$ cat config.mk
export PLATFORM = sky130hd
export DESIGN_NAME = key_led_ctrl
export DESIGN_NICKNAME = d
export VERILOG_FILES = /design/src/rtl/key_led_ctrl.sv
export SDC_FILE = /design/constraint.sdc
export NUM_CORES = 1
export LEC_CHECK = 0
export ABC_AREA = 1
export CAP_MARGIN = 20
export CORE_MARGIN = 5
export CORE_UTILIZATION = 30
export DETAILED_ROUTE_END_ITERATION = 16
export PLACE_DENSITY = 0.49
export SLEW_MARGIN = 0
export SYNTH_ARGS = -nofsm -noshare
export SYNTH_HDL_FRONTEND = slang
export SYNTH_SLANG_ARGS = --single-unit
export TNS_END_PERCENT = 10
$ cat constraint.sdc
create_clock -name sys_clk -period 2.8 [get_ports sys_clk]
set_input_delay 0.56 -clock sys_clk [delete_from_list [all_inputs] [get_ports sys_clk]]
set_output_delay 0.56 -clock sys_clk [all_outputs]
set_load 0.01 [all_outputs]
$ cat src/rtl/key_led_ctrl.sv
// -----------------------------------------------------------------------------
// key_led_ctrl
//   Multi-channel push-button front end. Each of CH active-low raw keys is
//   synchronised (2 FF), debounced (DEB_CNT consecutive stable cycles) and
//   drives one LED, either following the key (mode=0) or toggling on each
//   accepted press (mode=1). A one-cycle pulse is exported per accepted press.
//
// Optional feature macro: TOGGLE_BLINK_EN
//   When defined, a lit toggle-mode LED blinks with a half-period of
//   BLINK_HALF cycles instead of being steadily on.
//
// Ports
//   sys_clk    in   1   system clock, rising edge
//   sys_rst    in   1   synchronous, active-high reset
//   key        in   CH  raw asynchronous keys, active low (1 = released)
//   mode       in   CH  per-channel mode: 0 = follow, 1 = toggle
//   led        out  CH  LED drive, active high, registered
//   key_press  out  CH  one-cycle pulse per accepted press, registered
// -----------------------------------------------------------------------------
module key_led_ctrl #(
    parameter int CH         = 4,
    parameter int DEB_CNT    = 1000000,
    parameter int BLINK_HALF = 25000000
) (
    input  logic          sys_clk,
    input  logic          sys_rst,
    input  logic [CH-1:0] key,
    input  logic [CH-1:0] mode,
    output logic [CH-1:0] led,
    output logic [CH-1:0] key_press
);

    localparam int                CNT_W   = $clog2(DEB_CNT);
    localparam logic [CNT_W-1:0]  CNT_MAX = CNT_W'(DEB_CNT - 1);

    logic [CH-1:0]            r_s1;
    logic [CH-1:0]            r_s2;
    logic [CH-1:0]            r_stable;
    logic [CH-1:0]            r_stable_d;
    logic [CH-1:0]            r_tog;
    logic [CH-1:0][CNT_W-1:0] r_cnt;

    logic [CH-1:0]            w_fall;
    logic [CH-1:0]            w_tog_next;
    logic [CH-1:0]            w_tog_show;
    logic [CH-1:0]            w_led_next;

    // A press is the cycle after stable went 1->0; comparing against the
    // delayed copy places the pulse exactly one cycle behind the stable edge.
    assign w_fall     = r_stable_d & ~r_stable;
    assign w_tog_next = r_tog ^ w_fall;

`ifdef TOGGLE_BLINK_EN
    localparam int                BLK_W   = (BLINK_HALF > 1) ? $clog2(BLINK_HALF) : 1;
    localparam logic [BLK_W-1:0]  BLK_MAX = BLK_W'(BLINK_HALF - 1);

    logic [BLK_W-1:0] r_blink_cnt;
    logic             r_phase;

    // Shared free-running blink timebase for all toggle-mode channels.
    always_ff @(posedge sys_clk) begin
        if (sys_rst) begin
            r_blink_cnt <= '0;
            r_phase     <= 1'b1;
        end else if (r_blink_cnt == BLK_MAX) begin
            r_blink_cnt <= '0;
            r_phase     <= ~r_phase;
        end else begin
            r_blink_cnt <= r_blink_cnt + BLK_W'(1);
        end
    end

    assign w_tog_show = w_tog_next & {CH{r_phase}};
`else
    assign w_tog_show = w_tog_next;
`endif

    // Mode is applied combinationally so a mode switch shows on the next edge.
    always_comb begin
        w_led_next = '0;
        for (int i = 0; i < CH; i++) begin
            w_led_next[i] = mode[i] ? w_tog_show[i] : ~r_stable[i];
        end
    end

    always_ff @(posedge sys_clk) begin
        if (sys_rst) begin
            r_s1       <= '1;
            r_s2       <= '1;
            r_stable   <= '1;
            r_stable_d <= '1;
            r_tog      <= '0;
            r_cnt      <= '0;
            led        <= '0;
            key_press  <= '0;
        end else begin
            // stage: synchroniser
            r_s1 <= key;
            r_s2 <= r_s1;

            // stage: debounce; any return to the stable level restarts the run
            for (int i = 0; i < CH; i++) begin
                if (r_s2[i] == r_stable[i]) begin
                    r_cnt[i] <= '0;
                end else if (r_cnt[i] == CNT_MAX) begin
                    r_stable[i] <= r_s2[i];
                    r_cnt[i]    <= '0;
                end else begin
                    r_cnt[i] <= r_cnt[i] + CNT_W'(1);
                end
            end

            // stage: edge detect, toggle state and outputs
            r_stable_d <= r_stable;
            key_press  <= w_fall;
            r_tog      <= w_tog_next;
            led        <= w_led_next;
        end
    end

endmodule
==> results.py, run 1 <==
metrics = {
    "grt": {
        "antenna_violations_before_repair": 0,
        "grt_start_max_net_pins": 21,
        "first_global_vias": 4010,
        "gr-usage-all-layers_pct": 11.1,
        "grt_pass1_wl_um": 18000,
        "gr-total-overflow": 0,
    },
    "sta": {
        "grt_setup_unrepaired": "false",
        "timing.final.max_slew_violations": 0,
        "final.period_utilization_pct": 69.6,
        "period_needed_ns": 1.95,
        "timing.fmax_ghz": 0.513,
        "finalHoldViolations": 0,
        "holdWs_ns": 0.409,
        "maxSlewHeadroom_pct": 52.0,
        "report.final.setup_viol": 0,
        "finalClockSkew_ns": 0.00880,
        "worst_slew_pin_slew_ns": 0.718,
        "setup_total_negative_slack_ns": 0,
    },
    "final_layout": {
        "register_area_sq_um": 2160,
        "nNetsFinal": 729,
        "utilization_after_layout_pct": 34.6,
        "fillers": 1748,
        "area_growth_syn_to_layout_pct": 14.3,
        "diodes": 0,
        "share_of_final_layout_standard_cells_stronger_than_drive_strength_1_pct": 6.96,
        "multiInputGateArea_sq_um": 2530,
    },
    "run": {
        "max_cap_violations": 0,
    },
    "placement": {
        "detailed_place_hpwl_um": 7580,
        "numPortBuffers": 17,
        "gp_congestion": 0.829,
    },
    "worst_hold_path": {
        "hold_path_class": "flip-flop to flip-flop",
    },
    "critical_path": {
        "worst-path-max-fanout": 20,
        "cp_data_arrival_time_ns": 2.21,
        "crit_path_cell_trace": "clkdlybuf4s50_1 -> inv_1 -> o21ai_0 -> a21oi_1 -> nand2_1 -> a21oi_1",
        "start_kind": "input port",
        "critPathKind": "input port to flip-flop",
        "element_type_at_the_critical_path_end": "flip-flop",
        "slowest_stage_delay_on_critical_path_ns": 0.48,
        "required_ns": 3.07,
        "critical-path-top-cell-by-count": "sky130_fd_sc_hd__a21oi_1",
        "crit_path_top_delay_cell": "sky130_fd_sc_hd__clkdlybuf4s50_1",
    },
    "outcome": {
        "status": "finished clean",
    },
    "synthesis": {
        "syn-mean-instance-area_sq_um": 7.17,
        "yosysUniqueCellTypes": 26,
        "synth_warnings": 0,
        "syn_nets": 707,
        "postSynthRegisterBits": 108,
        "synthesis.area_sq_um": 4970,
        "post_synth_inst_count": 693,
        "synth-seq-area-share_pct": 43.5,
    },
    "power": {
        "ir_drop_v": 0.000269,
        "pwr_per_cell_area_nw_per_um2": 517,
        "static_leak_nw": 1.68,
    },
    "route": {
        "detail_route.wl_per_cell_um": 10.8,
        "post-route-drc-count": 0,
        "detailroute.via_count": 4075,
        "drt-vias-per-instance": 4.34,
        "detailedRoute.firstIterationViolations": 248,
        "route.antenna.remaining_nets": 0,
        "drt_wl_total_um": 10200,
        "tritonroute_pass_1_iters": 4,
    },
    "floorplan": {
        "die_area_sq_um": 19200,
        "ios": 18,
        "die-height_um": 139,
        "floorplan.initialDensity_pct": 30.3,
        "dieWidth_um": 139,
        "design.core.area_sq_um": 16400,
        "floorplan.rows": 47,
    },
    "cts": {
        "clk_pin_slew_worst_paths_ns": 0.07,
        "postCtsResizedCells": 0,
        "cts-hold-fix-buffers": 0,
        "cts_made_buffers": 9,
        "clock_latency_ns": 0.35,
        "h_tree_level_count": 3,
        "clock_tree.root_cell": "sky130_fd_sc_hd__clkbuf_16",
        "post-cts-setup-buffers": 0,
        "clock_tree_from_tritoncts": "done",
        "clk_buf_depth": 2,
        "cts.sink_count": 108,
    },
}
-- per-stage QoR --
stage / power [W] / cell area, sq um / worst slack (ns) / std cells
6_report: 0.00294 / 5680 / 0.852 / 938
5_1_grt: 0.00306 / 5680 / 0.604 / 938
4_1_cts: 0.00300 / 5680 / 0.851 / 938
3_5_place_dp: 0.00164 / 5370 / 0.453 / 924
3_3_place_gp: 0.00164 / 5370 / 0.531 / 924
2_1_floorplan: 0.00161 / 4970 / 1.43 / 693
-- cell usage after synthesis --
| cell | number | area share, % |
|---|---|---|
| sky130_fd_sc_hd__buf_4 | 4 | 0.60 |
| sky130_fd_sc_hd__inv_2 | 1 | 0.075 |
| sky130_fd_sc_hd__nand2_2 | 3 | 0.38 |
| sky130_fd_sc_hd__or2_0 | 3 | 0.38 |
| sky130_fd_sc_hd__nand3b_1 | 7 | 1.1 |
| sky130_fd_sc_hd__nand3_1 | 44 | 4.4 |
| sky130_fd_sc_hd__nor2_4 | 3 | 0.68 |
| sky130_fd_sc_hd__o21bai_1 | 3 | 0.45 |
| sky130_fd_sc_hd__xnor2_1 | 16 | 2.8 |
| sky130_fd_sc_hd__nor2_1 | 160 | 12 |
| sky130_fd_sc_hd__nor3_1 | 3 | 0.30 |
| sky130_fd_sc_hd__nor2_2 | 7 | 0.88 |
| sky130_fd_sc_hd__xor2_1 | 28 | 4.9 |
| sky130_fd_sc_hd__or2_2 | 11 | 1.4 |
| sky130_fd_sc_hd__buf_6 | 2 | 0.45 |
| sky130_fd_sc_hd__nand3_2 | 7 | 1.4 |
| sky130_fd_sc_hd__clkbuf_1 | 1 | 0.075 |
| sky130_fd_sc_hd__buf_2 | 3 | 0.30 |
| sky130_fd_sc_hd__inv_1 | 52 | 3.9 |
| sky130_fd_sc_hd__a21oi_2 | 2 | 0.35 |
| sky130_fd_sc_hd__nand4_1 | 12 | 1.5 |
| sky130_fd_sc_hd__o21ai_0 | 14 | 1.4 |
| sky130_fd_sc_hd__dfxtp_1 | 108 | 44 |
| sky130_fd_sc_hd__a21oi_1 | 32 | 3.2 |
| sky130_fd_sc_hd__nand2_1 | 163 | 12 |
| sky130_fd_sc_hd__ha_1 | 4 | 1.0 |
-- worst max-delay path, delay by kind of cell --
kind,cells,cell delay (ns)
AND/OR/NAND/NOR,1,0.44
AO/OA/AOI/OAI,3,0.51
buffers and inverters,2,0.69
-- cell type report --
cell class / count / area share, %
inverters: 53 / 3.50
multi-input cells: 522 / 44.6
clock buffers: 12 / 4.34
flip-flops and latches: 108 / 38.1
well taps: 220 / 4.85
repair buffers: 21 / 3.53
clock inverters: 2 / 1.06
-- kinds of logic (layout without fill, tap and decap cells) --
| kind of cell | Yosys count | after routing | synth area share [%] |
|---|---|---|---|
| flops | 108 | 108 | 43.5 |
| buf+inv | 63 | 88 | 5.44 |
| simple gates | 423 | 423 | 36.8 |
| xor+xnor | 44 | 44 | 7.76 |
| compound gates | 51 | 51 | 5.44 |
| fa+ha+maj | 4 | 4 | 1.01 |
-- worst paths after layout --
kind,depth (start not counted),from,slack (ns),end
hold reg to reg,1,r_s1[1],0.41,r_s2[1]
hold / removal,1,r_s1[1],0.41,r_s2[1]
setup reg to reg,6,r_cnt[60],0.95,r_cnt[69]
setup / recovery,6,sys_rst,0.85,r_cnt[73]
-- layout by cell type (no fill, tap or decap) --
| master | n |
|---|---|
| sky130_fd_sc_hd__a21oi_1 | 32 |
| sky130_fd_sc_hd__a21oi_2 | 2 |
| sky130_fd_sc_hd__buf_4 | 4 |
| sky130_fd_sc_hd__bufinv_16 | 2 |
| sky130_fd_sc_hd__clkbuf_1 | 2 |
| sky130_fd_sc_hd__clkbuf_16 | 9 |
| sky130_fd_sc_hd__clkbuf_8 | 1 |
| sky130_fd_sc_hd__clkdlybuf4s50_1 | 17 |
| sky130_fd_sc_hd__dfxtp_1 | 108 |
| sky130_fd_sc_hd__ha_1 | 4 |
| sky130_fd_sc_hd__inv_1 | 52 |
| sky130_fd_sc_hd__inv_2 | 1 |
| sky130_fd_sc_hd__nand2_1 | 163 |
| sky130_fd_sc_hd__nand2_2 | 3 |
| sky130_fd_sc_hd__nand3_1 | 44 |
| sky130_fd_sc_hd__nand3_2 | 7 |
| sky130_fd_sc_hd__nand3b_1 | 7 |
| sky130_fd_sc_hd__nand4_1 | 12 |
| sky130_fd_sc_hd__nor2_1 | 160 |
| sky130_fd_sc_hd__nor2_2 | 7 |
| sky130_fd_sc_hd__nor2_4 | 3 |
| sky130_fd_sc_hd__nor3_1 | 3 |
| sky130_fd_sc_hd__o21ai_0 | 14 |
| sky130_fd_sc_hd__o21bai_1 | 3 |
| sky130_fd_sc_hd__or2_0 | 3 |
| sky130_fd_sc_hd__or2_2 | 11 |
| sky130_fd_sc_hd__xnor2_1 | 16 |
| sky130_fd_sc_hd__xor2_1 | 28 |
-- where the power goes --
part,switching (W),internal (W)
Clock,0.000535,0.000799
Combinational,0.0000273,0.0000248
Sequential,0.00000471,0.00154
Total,0.000567,0.00237
-- sequential cells by signal (all words and copies together) (netlist names) --
signal and count:
led 4, key_press 4, r_s1 4, r_stable_d 4, r_tog 4, r_cnt 80
r_s2 4, r_stable 4
-- metal layers --
layer / global-route usage (%) / vias to the layer above / wire length, um
met3: 2.66 / 16 / 259
met2: 18.8 / 36 / 4630
met1: 13.8 / 1802 / 5080
met4: 4.38 / 0 / 207
met5: 0 / - / 0
li1: - / 2221 / -
(Power assumes the default switching activity.)
==> run 2: changes to the inputs <==
==> constraint.sdc (replaced) <==
create_clock -name sys_clk -period 2.03 [get_ports sys_clk]
set_input_delay 0.406 -clock sys_clk [delete_from_list [all_inputs] [get_ports sys_clk]]
set_output_delay 0.406 -clock sys_clk [all_outputs]
set_load 0.01 [all_outputs]
==> run 2 against run 1 <==
  * Wire length increased by 0.32%
  * Hold slack about the same
  * Clock skew decreased by 0.00084 ns
  * Largest power group unchanged
  * Power increased by 31%
  * Clock-buffer cell count increased by 1
  * Critical endpoint is now r_cnt[35]
  * Sequential cell count unchanged
  * Critical path type is now flip-flop to flip-flop
  * Via count increased by 2.1%
  * Non-clock buffer count increased by 3
==> results.py, run 2 (same netlist as run 1, synthesis figures left out) <==
metrics = {
    "floorplan": {
        "dieWidth_um": 139,
        "floorplan.initialDensity_pct": 30.3,
        "design.core.area_sq_um": 16400,
        "floorplan.rows": 47,
        "ios": 18,
        "die_area_sq_um": 19200,
        "die-height_um": 139,
    },
    "critical_path": {
        "element_type_at_the_critical_path_end": "flip-flop",
        "required_ns": 2.25,
        "start_kind": "flip-flop",
        "r2r_end": "r_cnt[35]",
        "critical_path.reg2reg.startpoint": "r_cnt[20]",
        "critPathKind": "flip-flop to flip-flop",
        "cp_data_arrival_time_ns": 1.96,
        "regToRegSetupSlack_ns": 0.29,
        "worst-path-max-fanout": 20,
        "timing.reg2reg.worst_path_depth": 6,
    },
    "grt": {
        "grt_util_met2_pct": 19.1,
        "grtUsageMet3_pct": 1.83,
        "first_global_vias": 3922,
        "grt_start_max_net_pins": 21,
        "grt_pass1_wl_um": 17800,
        "gr-usage-all-layers_pct": 11.1,
        "busiest_metal_layer_after_global_routing": "met2",
        "antenna_violations_before_repair": 0,
        "gr-total-overflow": 0,
        "use_met1_pct": 13.7,
    },
    "route": {
        "tritonroute_pass_1_iters": 4,
        "post-route-drc-count": 0,
        "detail_route.wl_per_cell_um": 10.8,
        "drt-vias-per-instance": 4.42,
        "route.antenna.remaining_nets": 0,
        "detailedRoute.firstIterationViolations": 290,
        "detailroute.via_count": 4159,
        "drt_wl_total_um": 10200,
    },
    "final_layout": {
        "mostFrequentLayoutCells": "sky130_fd_sc_hd__nand2_1, sky130_fd_sc_hd__nor2_1, sky130_fd_sc_hd__dfxtp_1",
        "area_growth_syn_to_layout_pct": 14.8,
        "final_common_cell": "sky130_fd_sc_hd__nand2_1",
        "largest_register_ff_count": 80,
        "share_of_final_layout_standard_cells_stronger_than_drive_strength_1_pct": 7.48,
        "layout.cell_area.non_filler_sq_um": 5700,
        "nNetsFinal": 732,
        "fillers": 1704,
        "diodes": 0,
        "top_register": "r_cnt",
    },
    "run": {
        "max_cap_violations": 0,
    },
    "sta": {
        "timing.fmax_ghz": 0.576,
        "report.final.setup_viol": 0,
        "finalClockSkew_ns": 0.00796,
        "setup_total_negative_slack_ns": 0,
        "period_needed_ns": 1.74,
        "timing.final.max_slew_violations": 0,
        "grt_setup_unrepaired": "false",
        "finalHoldViolations": 0,
        "final.period_utilization_pct": 85.6,
        "maxSlewHeadroom_pct": 73.3,
        "worst_slew_pin_slew_ns": 0.399,
    },
    "power": {
        "pwr_per_cell_area_nw_per_um2": 675,
        "ir_drop_v": 0.000393,
        "static_leak_nw": 1.70,
        "totalPowerFinal_w": 0.00385,
    },
    "worst_hold_path": {
        "holdCritStartpoint": "r_s1[0]",
        "min_delay_worst_endpoint": "r_s2[0]",
        "min_path_cells": 1,
        "hold_path_class": "flip-flop to flip-flop",
    },
    "placement": {
        "gp_congestion": 0.847,
        "numPortBuffers": 17,
        "detailed_place_hpwl_um": 7670,
        "placedInstanceArea_sq_um": 5430,
    },
    "cts": {
        "cts-hold-fix-buffers": 0,
        "post-cts-setup-buffers": 0,
        "cts_made_buffers": 9,
        "clock_latency_ns": 0.35,
        "postCtsResizedCells": 0,
        "clk_buf_depth": 2,
        "h_tree_level_count": 3,
        "clock_tree_from_tritoncts": "done",
        "cts.sink_count": 108,
        "clock_tree.root_cell": "sky130_fd_sc_hd__clkbuf_16",
        "clk_pin_slew_worst_paths_ns": 0.07,
    },
    "outcome": {
        "status": "finished clean",
    },
}
run 2: worst max-delay path, cell delays in order, from the launching register on:
cell	delay [ns]
sky130_fd_sc_hd__dfxtp_1	0.42
sky130_fd_sc_hd__ha_1	0.27
sky130_fd_sc_hd__nand3_2	0.15
sky130_fd_sc_hd__nor2_1	0.18
sky130_fd_sc_hd__nand3_1	0.13
sky130_fd_sc_hd__nand2_2	0.34
sky130_fd_sc_hd__nor2_1	0.11
run 2: layout make-up:
cell class | count | area, sq um | share of cell area [%]
repair buffers | 24 | 260 | 4.56
flip-flops and latches | 108 | 2160 | 37.9
well taps | 220 | 275 | 4.83
inverters | 53 | 199 | 3.49
clock buffers | 13 | 260 | 4.56
clock inverters | 2 | 10.0 | 0.176
multi-input cells | 522 | 2530 | 44.5
run 2: stage by stage:
stage | setup WS, ns | std cells | util (%) | hold WS, ns
after floorplan | 0.659 | 693 | - | 0.389
after global placement | 0.188 | 927 | 33.1 | 0.394
after detailed placement | 0.165 | 927 | 33.1 | 0.395
after CTS | 0.258 | 942 | 34.8 | 0.411
after global routing | 0.120 | 942 | 34.8 | 0.432
final | 0.293 | 942 | 34.8 | 0.409
run 2: worst max path at each step:
stage,from,to,slack [ns],cells after the start
2_1_floorplan,r_cnt[20],r_cnt[29],0.66,7
3_3_place_gp,sys_rst,r_cnt[38],0.19,6
3_5_place_dp,sys_rst,r_cnt[27],0.16,6
4_1_cts,r_cnt[20],r_cnt[35],0.26,6
5_1_grt,r_cnt[20],r_cnt[27],0.12,6
6_report,r_cnt[20],r_cnt[35],0.29,6
run 2: per-layer routing:
layer | wire length (um) | up-vias | share of wire, %
met1 | 4840 | 1859 | 47
met2 | 4840 | 57 | 47
met5 | 0 | - | 0
met4 | 233 | 0 | 2.3
met3 | 286 | 12 | 2.8
li1 | - | 2231 | -
run 2: report_power, final:
group / internal, W / switching, W
logic: 0.0000412 / 0.0000378
clock network: 0.000890 / 0.000740
registers: 0.00213 / 0.00000628
total: 0.00306 / 0.000785
==> run 3: changes to the inputs <==
==> constraint.sdc (replaced) <==
create_clock -name sys_clk -period 1.8 [get_ports sys_clk]
set_input_delay 0.36 -clock sys_clk [delete_from_list [all_inputs] [get_ports sys_clk]]
set_output_delay 0.36 -clock sys_clk [all_outputs]
set_load 0.01 [all_outputs]
==> run 3 against run 2 <==
  * Fmax up 9.5%
  * First-iteration DRC count fell by 3.8%
  * Sequential share of layout area decreased by 0.45 points
  * Largest power group unchanged
  * Critical path depth grew 1
==> results.py, run 3 (same netlist as run 1, synthesis figures left out) <==
metrics = {
    "cts": {
        "cts_made_buffers": 9,
        "cts.sink_count": 108,
        "cts-hold-fix-buffers": 0,
        "clk_buf_depth": 2,
        "h_tree_level_count": 3,
        "clock_tree.root_cell": "sky130_fd_sc_hd__clkbuf_16",
        "clk_pin_slew_worst_paths_ns": 0.07,
        "clock_latency_ns": 0.35,
        "post-cts-setup-buffers": 0,
        "clock_tree_from_tritoncts": "done",
        "postCtsResizedCells": 0,
    },
    "power": {
        "ir_drop_v": 0.000479,
        "seqPwrFrac_pct": 53.1,
        "switching_share_pct": 19.7,
        "static_leak_nw": 1.74,
        "p_int_w": 0.00364,
        "totalPowerFinal_w": 0.00453,
        "pwr_per_cell_area_nw_per_um2": 786,
        "pwr-share-clk_pct": 44.8,
        "switching_power_w": 0.000896,
        "power_frac_comb_pct": 2.1,
    },
    "placement": {
        "placed_cells": 930,
        "placedInstanceArea_sq_um": 5470,
        "numPortBuffers": 17,
        "detailed_place_hpwl_um": 7680,
        "gp_congestion": 0.838,
    },
    "sta": {
        "finalHoldViolations": 0,
        "period_needed_ns": 1.59,
        "timing.fmax_ghz": 0.630,
        "timing.final.max_slew_violations": 0,
        "grt_setup_unrepaired": "false",
        "setup_total_negative_slack_ns": 0,
        "maxSlewHeadroom_pct": 76.4,
        "final.period_utilization_pct": 88.1,
        "report.final.setup_viol": 0,
        "worst_slew_pin_slew_ns": 0.351,
        "finalClockSkew_ns": 0.00346,
        "holdWs_ns": 0.418,
    },
    "route": {
        "drt-vias-per-instance": 4.47,
        "drt_wl_total_um": 10300,
        "detail_route.wl_per_cell_um": 10.9,
        "detailroute.via_count": 4228,
        "post-route-drc-count": 0,
        "route.antenna.remaining_nets": 0,
        "detailedRoute.firstIterationViolations": 279,
        "tritonroute_pass_1_iters": 4,
    },
    "critical_path": {
        "timing.critical_path.max_delay_family": "simple AND/OR/NAND/NOR gates",
        "critical-path-top-cell-by-count": "sky130_fd_sc_hd__nor2_1",
        "crit_path_cell_trace": "ha_1 -> nand3_2 -> nor2_1 -> nand3_1 -> nand2_1 -> buf_12 -> nor2_1",
        "critPathKind": "flip-flop to flip-flop",
        "slowest_stage_delay_on_critical_path_ns": 0.42,
        "worst-path-max-fanout": 20,
        "start_kind": "flip-flop",
        "crit_path_top_delay_cell": "sky130_fd_sc_hd__dfxtp_1",
        "critPathBufInv": 1,
        "required_ns": 2.04,
        "cp_data_arrival_time_ns": 1.83,
        "element_type_at_the_critical_path_end": "flip-flop",
    },
    "floorplan": {
        "floorplan.rows": 47,
        "dieWidth_um": 139,
        "die-height_um": 139,
        "ios": 18,
        "design.core.area_sq_um": 16400,
        "floorplan.initialDensity_pct": 30.3,
        "die_area_sq_um": 19200,
    },
    "grt": {
        "grt_start_max_net_pins": 21,
        "grt_pass1_wl_um": 17900,
        "gr-usage-all-layers_pct": 11.1,
        "first_global_vias": 4014,
        "antenna_violations_before_repair": 0,
        "gr-total-overflow": 0,
    },
    "final_layout": {
        "final_common_cell": "sky130_fd_sc_hd__nand2_1",
        "diodes": 0,
        "fillers": 1694,
        "area_growth_syn_to_layout_pct": 16.2,
        "top_register": "r_cnt",
        "share_of_final_layout_standard_cells_stronger_than_drive_strength_1_pct": 7.86,
        "layoutNonFillerInstCount": 945,
        "largest_register_ff_count": 80,
        "nNetsFinal": 735,
        "layout.cell_area.non_filler_sq_um": 5770,
        "mostFrequentLayoutCells": "sky130_fd_sc_hd__nand2_1, sky130_fd_sc_hd__nor2_1, sky130_fd_sc_hd__dfxtp_1",
    },
    "worst_hold_path": {
        "hold_path_class": "flip-flop to flip-flop",
    },
    "outcome": {
        "status": "finished clean",
    },
    "run": {
        "max_cap_violations": 0,
    },
}
-- run 3: cell count changes in the layout (fill, tap and decap cells not counted), sizes merged --
cell / previous run / this run
clkinv: 2 / 0
buf: 7 / 10
bufinv: 0 / 1
clkbuf: 13 / 14
-- run 3: final cells by class --
| cell class | count | area [sq um] | area share, % |
|---|---|---|---|
| clock buffer | 14 | 274 | 4.75 |
| sequential | 108 | 2160 | 37.5 |
| clock inverter | 1 | 30.0 | 0.520 |
| inverter | 53 | 199 | 3.45 |
| multi-input combinational | 522 | 2530 | 43.9 |
| timing repair buffer | 27 | 295 | 5.12 |
| tap | 220 | 275 | 4.77 |
-- run 3: metal layers --
layer | vias up | wire length, um | share of wire [%] | global-route usage [%]
met5 | - | 0 | 0 | 0
met3 | 11 | 312 | 3.0 | 2.21
met1 | 1909 | 4840 | 47 | 13.4
li1 | 2239 | - | - | -
met2 | 69 | 4890 | 48 | 18.9
met4 | 0 | 215 | 2.1 | 5.30
-- run 3: worst paths after layout --
| kind | start | end | slack [ns] | depth (start not counted) |
|---|---|---|---|---|
| setup / recovery | r_cnt[40] | r_cnt[43] | 0.21 | 7 |
| hold reg to reg | r_s1[3] | r_s2[3] | 0.42 | 1 |
| setup reg to reg | r_cnt[40] | r_cnt[43] | 0.21 | 7 |
| hold / removal | r_s1[3] | r_s2[3] | 0.42 | 1 |
-- run 3: worst reg2reg max path, cell delays in order, from the launching register on --
cell                      delay, ns
sky130_fd_sc_hd__dfxtp_1       0.42
sky130_fd_sc_hd__ha_1          0.23
sky130_fd_sc_hd__nand3_2       0.15
sky130_fd_sc_hd__nor2_1        0.21
sky130_fd_sc_hd__nand3_1       0.13
sky130_fd_sc_hd__nand2_1       0.12
sky130_fd_sc_hd__buf_12        0.16
sky130_fd_sc_hd__nor2_1        0.06
-- run 3: power groups by stage --
stage                     registers (W)   logic, W  clock network (W)
final                           0.00241  0.0000933            0.00203
after global routing            0.00241   0.000104            0.00220
after CTS                       0.00241  0.0000963            0.00210
after detailed placement        0.00246  0.0000961                  0
after global placement          0.00246  0.0000952                  0
after floorplan                 0.00247  0.0000391                  0
-- run 3: metrics by stage --
step	setup WS [ns]	util (%)
CTS	0.211	35.2
floorplan	0.429	-
global placement	0.0894	33.3
finish	0.214	35.2
global route	0.0994	35.2
detailed placement	0.0532	33.3
